## src/rtl/lsu_pkg.sv

```systemverilog
// Shared definitions for the load/store unit: funct3 encodings, FSM states,
// access-size decode and the fixed word mask mode driven to memory.
package lsu_pkg;

  localparam logic [2:0] F3_B  = 3'b000;
  localparam logic [2:0] F3_H  = 3'b001;
  localparam logic [2:0] F3_W  = 3'b010;
  localparam logic [2:0] F3_BU = 3'b100;
  localparam logic [2:0] F3_HU = 3'b101;

  localparam logic [1:0] MASK_WORD = 2'b10;

  typedef enum logic [1:0] {
    IDLE,
    READ,
    WRITE,
    RESP
  } lsu_state_t;

  typedef enum logic [1:0] {
    SZ_B,
    SZ_H,
    SZ_W
  } lsu_size_t;

  // Undefined encodings (011, 110, 111) decode as word accesses.
  function automatic lsu_size_t f3_size(input logic [2:0] f3);
    case (f3)
      F3_B, F3_BU: return SZ_B;
      F3_H, F3_HU: return SZ_H;
      default:     return SZ_W;
    endcase
  endfunction

endpackage

```

## src/rtl/lsu_byte_lane.sv

```systemverilog
// Combinational byte-lane logic: merges store data into a fetched word and
// extracts/extends load data from a word. No state, zero latency.
module lsu_byte_lane
  import lsu_pkg::*;
#(
  parameter int DATA_WIDTH = 32
) (
  input  logic [DATA_WIDTH-1:0] word,
  input  logic [DATA_WIDTH-1:0] wdata,
  input  logic [1:0]            offset,
  input  logic [2:0]            funct3,
  output logic [DATA_WIDTH-1:0] merged,
  output logic [DATA_WIDTH-1:0] extracted
);

  localparam int SHW = $clog2(DATA_WIDTH);

  logic [SHW-1:0]        sh;
  logic [DATA_WIDTH-1:0] lane_mask;
  logic [DATA_WIDTH-1:0] lane_data;
  logic [DATA_WIDTH-1:0] shifted;

  assign sh      = SHW'({offset, 3'b000});
  assign shifted = word >> sh;

  always_comb begin
    lane_mask = '0;
    lane_data = '0;
    case (f3_size(funct3))
      SZ_B: begin
        lane_mask = DATA_WIDTH'(8'hFF) << sh;
        lane_data = DATA_WIDTH'(wdata[7:0]) << sh;
      end
      SZ_H: begin
        lane_mask = DATA_WIDTH'(16'hFFFF) << sh;
        lane_data = DATA_WIDTH'(wdata[15:0]) << sh;
      end
      default: begin
        lane_mask = '1;
        lane_data = wdata;
      end
    endcase
    merged = (word & ~lane_mask) | (lane_data & lane_mask);
  end

  always_comb begin
    case (funct3)
      F3_B:    extracted = {{(DATA_WIDTH-8){shifted[7]}}, shifted[7:0]};
      F3_BU:   extracted = {{(DATA_WIDTH-8){1'b0}}, shifted[7:0]};
      F3_H:    extracted = {{(DATA_WIDTH-16){shifted[15]}}, shifted[15:0]};
      F3_HU:   extracted = {{(DATA_WIDTH-16){1'b0}}, shifted[15:0]};
      default: extracted = word;
    endcase
  end

endmodule

```

## src/rtl/load_store_unit.sv

```systemverilog
// Load/store unit: one request at a time, full-word memory accesses, RMW for sub-word stores;
// 2-cycle load/word store, 3-cycle sub-word store, response held until resp_ready. Option: LSU_MISALIGN_TRAP_EN.
module load_store_unit
  import lsu_pkg::*;
#(
  parameter int DATA_WIDTH    = 32,
  parameter int MEM_ADDR_SIZE = 13
) (
  input  logic                  clk,
  input  logic                  reset,
  input  logic                  req_valid,
  output logic                  req_ready,
  input  logic                  req_write,
  input  logic [2:0]            req_funct3,
  input  logic [DATA_WIDTH-1:0] req_addr,
  input  logic [DATA_WIDTH-1:0] req_wdata,
  output logic                  resp_valid,
  input  logic                  resp_ready,
  output logic [DATA_WIDTH-1:0] resp_rdata,
  output logic                  resp_error,
  output logic                  mem_read,
  output logic                  mem_write,
  output logic [1:0]            mem_maskmode,
  output logic                  mem_sext,
  output logic [DATA_WIDTH-1:0] mem_address,
  output logic [DATA_WIDTH-1:0] mem_write_data,
  input  logic [DATA_WIDTH-1:0] mem_read_data
);

  localparam logic [DATA_WIDTH-1:0] ADDR_MASK =
    ((DATA_WIDTH'(1) << (MEM_ADDR_SIZE + 2)) - DATA_WIDTH'(1)) & ~DATA_WIDTH'(3);

  lsu_state_t            state;
  logic                  write_q;
  logic [2:0]            funct3_q;
  logic [1:0]            offset_q;
  logic [DATA_WIDTH-1:0] wdata_q;
  logic                  mem_read_q;
  logic                  mem_write_q;

  lsu_size_t             req_size;
  logic                  trap;
  logic [DATA_WIDTH-1:0] eff_addr;
  logic [DATA_WIDTH-1:0] merged;
  logic [DATA_WIDTH-1:0] extracted;

  assign req_size = f3_size(req_funct3);

`ifdef LSU_MISALIGN_TRAP_EN
  assign trap     = (req_size == SZ_H && req_addr[0]) ||
                    (req_size == SZ_W && req_addr[1:0] != 2'b00);
  assign eff_addr = req_addr;
`else
  assign trap = 1'b0;
  // Misaligned halves/words silently drop the offending low address bits.
  always_comb begin
    eff_addr = req_addr;
    case (req_size)
      SZ_H:    eff_addr[0]   = 1'b0;
      SZ_W:    eff_addr[1:0] = 2'b00;
      default: eff_addr      = req_addr;
    endcase
  end
`endif

  assign req_ready    = (state == IDLE);
  assign resp_valid   = (state == RESP);
  assign mem_maskmode = MASK_WORD;
  assign mem_sext     = 1'b0;
  // Gating with reset kills a strobe in the very cycle reset is raised.
  assign mem_read     = mem_read_q & ~reset;
  assign mem_write    = mem_write_q & ~reset;

  lsu_byte_lane #(
    .DATA_WIDTH(DATA_WIDTH)
  ) u_byte_lane (
    .word      (mem_read_data),
    .wdata     (wdata_q),
    .offset    (offset_q),
    .funct3    (funct3_q),
    .merged    (merged),
    .extracted (extracted)
  );

  always_ff @(posedge clk) begin
    if (reset) begin
      state          <= IDLE;
      write_q        <= 1'b0;
      funct3_q       <= '0;
      offset_q       <= '0;
      wdata_q        <= '0;
      mem_read_q     <= 1'b0;
      mem_write_q    <= 1'b0;
      mem_address    <= '0;
      mem_write_data <= '0;
      resp_rdata     <= '0;
      resp_error     <= 1'b0;
    end else begin
      case (state)
        IDLE: begin
          if (req_valid) begin
            write_q     <= req_write;
            funct3_q    <= req_funct3;
            offset_q    <= eff_addr[1:0];
            wdata_q     <= req_wdata;
            mem_address <= eff_addr & ADDR_MASK;
            resp_rdata  <= '0;
            resp_error  <= 1'b0;
            if (trap) begin
              resp_error <= 1'b1;
              state      <= RESP;
            end else if (req_write && req_size == SZ_W) begin
              mem_write_data <= req_wdata;
              mem_write_q    <= 1'b1;
              state          <= WRITE;
            end else begin
              mem_read_q <= 1'b1;
              state      <= READ;
            end
          end
        end
        READ: begin
          mem_read_q <= 1'b0;
          if (write_q) begin
            mem_write_data <= merged;
            mem_write_q    <= 1'b1;
            state          <= WRITE;
          end else begin
            resp_rdata <= extracted;
            state      <= RESP;
          end
        end
        WRITE: begin
          mem_write_q <= 1'b0;
          state       <= RESP;
        end
        RESP: begin
          if (resp_ready) state <= IDLE;
        end
        default: state <= IDLE;
      endcase
    end
  end

endmodule

```

## config.mk

```make
export PLATFORM = sky130hd
export DESIGN_NAME = load_store_unit
export DESIGN_NICKNAME = d
export VERILOG_FILES = /design/src/rtl/lsu_pkg.sv /design/src/rtl/lsu_byte_lane.sv /design/src/rtl/load_store_unit.sv
export SDC_FILE = /design/constraint.sdc
export NUM_CORES = 1
export LEC_CHECK = 0
export ABC_AREA = 1
export BUFFER_PORTS_ARGS = -buffer_cell sky130_fd_sc_hd__buf_2
export CORE_MARGIN = 4
export CORE_UTILIZATION = 51
export DETAILED_ROUTE_END_ITERATION = 7
export PLACE_DENSITY = 0.8
export SYNTH_ARGS = -nofsm -noshare
export SYNTH_HDL_FRONTEND = slang
export SYNTH_SLANG_ARGS = --single-unit
```

## constraint.sdc

```tcl
create_clock -name clk -period 2 [get_ports clk]
set_input_delay 0.1 -clock clk [delete_from_list [all_inputs] [get_ports clk]]
set_output_delay 0.1 -clock clk [all_outputs]
set_load 0.005 [all_outputs]
```

; Word level (Yosys, flattened, before mapping)
; Index checks and enable logic that the tools add are counted.
[classes]
addsub = 0
mul = 0
n_div = 0
magnitude_cmp = 0
n_eq_ne = 18
shift = 5
n_mux = 26
bitwise = 7
n_reduce_logical = 18
[op_table]
columns = operator, count
row1 = case mux 32 bit (2 select lines), 4
row2 = two-way mux 32 bit, 5
row3 = case mux 32 bit (4 select lines), 1
row4 = AND 32 bit, 2
row5 = inverter 32 bit, 1
row6 = OR 32 bit, 1
row7 = << shifter 16 x 5 -> 32 bit, 1
row8 = << shifter 16 x 5 -> 32 bit (first input constant), 1
row9 = << shifter 8 x 5 -> 32 bit, 1
row10 = << shifter 8 x 5 -> 32 bit (first input constant), 1
row11 = right shift 32 x 5 -> 16 bit, 1
row12 = == test 3 bit (second input constant), 4
row13 = OR reduction 2 bit, 5
row14 = two-way mux 1 bit, 8
row15 = != test 2 bit (second input constant), 4
row16 = case mux 2 bit (2 select lines), 2
row17 = case mux 2 bit (4 select lines), 1
row18 = AND reduction 4 bit, 2
row19 = == test 2 x 1 -> 1 bit (second input constant), 3
row20 = == test 2 bit (second input constant), 3
row21 = == test 3 x 1 -> 1 bit (second input constant), 2
row22 = logical NOT 3 bit, 2
row23 = two-way mux 2 bit, 3
row24 = AND reduction 3 bit, 2
row25 = 10 further kinds, 14
[totals]
register_bits = 119
latch_bits = 0
mem_bits_rw = 0
rom_bits = 0
in_bits = 104
output_inout_bits = 104
mem_count = 0

; Logic depth before layout (Yosys ltp)
[depth]
word_depth = 10
depth_mapped = 13
depth_no_buf = 11

; Hierarchy
; From an unflattened synthesis, not the netlist that was laid out.
[unflattened]
hier_cells = 1133
hier_area_um2 = 6900.4
[modules_own_cells]
columns = mod, n_inst, cells_each, area_each_um2, seq_area_each_um2
row1 = load_store_unit, 1, 745, 5171.2, 2382.3
row2 = lsu_byte_lane, 1, 388, 1729.2, 0.0

; Worst setup path after synthesis
; No wires, ideal clock.
[synth_path]
path_kind = register to register
startpoint = register state[0]
endpoint = register resp_rdata[25]
setup_time_ns = 0.119
t_arrival_ns = 1.463
required_ns = 1.881
path_slack_ns = 0.418
path_stages_with_launch = 10
path_buffers = 1
path_cell_list = dfxtp_1 inv_1 ha_1 nand2_1 nand2_1 nand2_2 inv_2 buf_2 o21ai_0 a21oi_1
[synth_between]
elab_chain_cells = 3
[synth_lines]
columns = item, line
row1 = start: declaration, load_store_unit.sv:33  ; lsu_state_t state;
row2 = start signal: assignment, load_store_unit.sv:87  ; state <= IDLE;
row3 = start signal: assignment, load_store_unit.sv:111  ; state <= RESP;
row4 = start signal: assignment, load_store_unit.sv:115  ; state <= WRITE;
row5 = logical NOT 2 bit (*), --
row6 = named net req_ready, load_store_unit.sv:12  ; output logic req_ready,
row7 = != test 2 bit (no source line) / nonzero test 2 bit (equally long branches), --
row8 = AND reduction 3 bit (no source line), --
row9 = end signal: assignment, load_store_unit.sv:129  ; resp_rdata <= extracted;
row10 = end: declaration, load_store_unit.sv:19  ; output logic [DATA_WIDTH-1:0] resp_rdata,
; The timed path passes the listed nets; every way through them passes the cells marked *.
; A chain may end at the register's enable or synchronous reset.

; Worst setup path after layout
[layout_path]
startpoint = register state[0]
endpoint = register mem_write_data[16]
[layout_between]
elab_chain_cells = 3
[layout_lines]
columns = item, line
row1 = == test 2 x 1 -> 1 bit / logical NOT 2 bit (equally long branches), load_store_unit.sv:99  ; case (state)
row2 = "!= test 2 bit (no source line), or another cell as far along", --
row3 = AND reduction 4 bit (no source line), --
row4 = end signal: assignment, load_store_unit.sv:113  ; mem_write_data <= req_wdata;
row5 = end signal: assignment, load_store_unit.sv:125  ; mem_write_data <= merged;
row6 = end: declaration, load_store_unit.sv:26  ; output logic [DATA_WIDTH-1:0] mem_write_data,
; Parallel ways exist; a longest one is shown, timed or not.

==> impl_metrics.ini <==
[timing]
rsz0062_at_grt = yes
finalSetupViolations = 0
fin_crit_sh_pct = 95.9
slew-limit-headroom_pct = 32.2
fin_skew_ps = 11.9
min_period_ps = 1920
final_hold_viol_count = 0
max_freq_ghz = 0.521
worstMarginPinSlew_ps = 1020
drv_slew = 0
hold-worst-slack_ps = 13.4

[cts]
cts_max_level = 4
cts.root.buffer_cell = clkbuf_16
cts_tree = built
cts.sinks = 119
clock_path_buffers = 2
clkTransAtPathRegs_ps = 60
cts_setup_buffers = 0
cts_made_buffers = 17
worstSkewPairLatency_ps = 430

[run_status]
status = finished, final reports clean

[logic_synthesis]
avgSynthCellArea_um2 = 6.52
ys_seq_elements = 119
synth_top_cell_by_area = dfxtp_1
postSynthCellCount = 983
seq_area_frac_synth_pct = 37.1
yosys.area.top_type_share_pct = 37.1
synth_edf_count = 0
synthFlopType = dfxtp_1
synth_area_um2 = 6410
yosysUniqueCellTypes = 31
synth_area_leaders = dfxtp_1 (37%), nand2_1 (13%), a21oi_1 (12%), o21ai_0 (9.5%), nand3_1 (6.2%)
async_reset_ff_share_pct = 0
ys_warn_count = 0

[power_and_ir_drop]
power_frac_clock_pct = 25.7
p_comb_share_pct = 43.7
vdd_ir_drop_max_mv = 0.822
switching_share_pct = 41.5
power.switching_w = 0.00507
p_int_w = 0.00714
total_power_w = 0.0122
p_leak_nw = 3.97
p_per_area_nw_per_um2 = 1460
sequentialPowerShare_pct = 30.6

[floorplan]
die_w_um = 120
io_pins = 208
core_um2 = 12200
dieArea_um2 = 14400
die_y_um = 120
rows = 40
start_util_pct = 52.7

[detailed_routing]
drtPass1Iterations = 6
wl_mm = 22.1
via_per_inst = 5.38
avgRoutedWirePerCell_um = 16.3
drtAntennaViolNets = 0
drc_errors = 0
drt_iter0_markers = 729
routed.top_layer = met4
routed-via-count = 7279
met1Wirelength_mm = 9.08
wl_met2_mm = 10.3
wl_met3_mm = 2.18

[final_layout]
layout_common_cells = nand2_1 (224), buf_2 (167), a21oi_1 (155)
final_common_cell = nand2_1
drive_above_1_share_pct = 21.1
n_antenna_cell = 0
fin_util_pct = 68.5
final_cell_count_no_fill = 1353
final_nets = 1281
areaGrowthSynthToFinish_pct = 30.0

[critical_path]
crit_arrival_ps = 2260
cpPeakStageDelay_ps = 430
critPathTopFamily = buffers and inverters
rrSetupSlack_ps = 80
slowest_stage = dfxtp_1
cp-end-kind = flip-flop
crit_buf_inv = 3
path_cells = inv_1, ha_1, inv_1, nand2_1, nand2_1, nand2_2, inv_6, o21ai_0, a21oi_1
start_kind = flip-flop
critPathKind = reg2reg
crit_fanout = 32
cp_data_required_time_ps = 2340

[placed_design]
gp_congestion = 0.978
place_hpwl_mm = 14.5
dp_cells = 1271
io_buffers = 167

[grt]
first_global_vias = 6731
track_usage_pct = 29.8
antenna_found_initial = 0
grt_pass1_wl_mm = 34.3
grt_max_degree = 78
global_route.overflow_total = 0

[min_path]
hold_path_class = in2reg

[run]
cap_violations = 0
area by class of cell:
cell class / instances / area (µm²)
fill: 1034 / 3820
multi-input combinational: 716 / 3310
sequential: 119 / 2380
timing repair buffer: 236 / 1510
clock buffer: 21 / 460
inverter: 82 / 313
tap: 168 / 210
clock inverter: 11 / 149
path summary, 6_finish.rpt:
check,from,endpoint,cells past startpoint
hold reg to reg,wdata_q[16],wdata_q[16],2
setup reg to reg,state[0],mem_write_data[16],9
setup / recovery,state[0],mem_write_data[16],9
hold / removal,mem_read_data[2],mem_write_data[2],3
routing by layer:
metal / up-vias / GRT usage [%]
met1: 3296 / 38.3
met2: 384 / 47.8
met5: - / 0
li1: 3551 / -
met4: 0 / 10.1
met3: 48 / 8.77
flip-flops by register name (all words and copies together), names as in the netlist:
signal          count
offset_q            2
mem_address        13
mem_write_data     32
mem_write_q         1
state               2
resp_rdata         32
wdata_q            32
mem_read_q          1
write_q             1
funct3_q            3
worst register-to-register path, cell delays in order (launching register included):
cell and delay [ps]:
dfxtp_1 430, inv_1 120, ha_1 280, inv_1 90, nand2_1 60, nand2_1 110, nand2_2 190, inv_6 250
o21ai_0 140, a21oi_1 170
power groups by stage:
stage	registers (W)	logic [W]	clock network, W
floorplan	0.00373	0.00344	0
global placement	0.00373	0.00493	0
detailed placement	0.00374	0.00501	0
CTS	0.00371	0.00513	0.00316
global route	0.00381	0.00598	0.00327
finish	0.00373	0.00533	0.00314
what timing repair did:
item | CTS | global route
resized for setup | 0 | 6
setup endpoints to repair | 0 | 33
hold endpoints to repair | 69 | 0
hold buffers | 49 | 0
Yosys cell counts, types with 3 or more instances:
cell	instances
o21ai_1	7
buf_4	28
buf_2	18
dfxtp_1	119
nor2_1	72
nor2_2	3
nand2_2	9
o21ai_2	3
nand3_1	79
a21oi_1	155
ha_1	5
inv_1	72
buf_6	6
or2_2	3
inv_2	8
o21ai_0	122
clkbuf_1	31
nand2_1	225
kinds of logic after synthesis:
logic type,Yosys count,synth area share [%]
fa+ha+maj,5,0.975
buf+inv,169,12.6
simple gates,396,25.9
flops,119,37.1
other cells,2,0.117
compound gates,292,23.3
metrics by stage:
stage	TNS (ps)	cell area, µm²	worst slack (ps)
6_report	0	8340	81.6
5_1_grt	-44.2	8340	-21.2
4_1_cts	0	8290	4.80
3_5_place_dp	0	7190	78.9
3_3_place_gp	0	7190	177
2_1_floorplan	0	6490	418
Note: power is estimated with default switching activity, not from simulation.
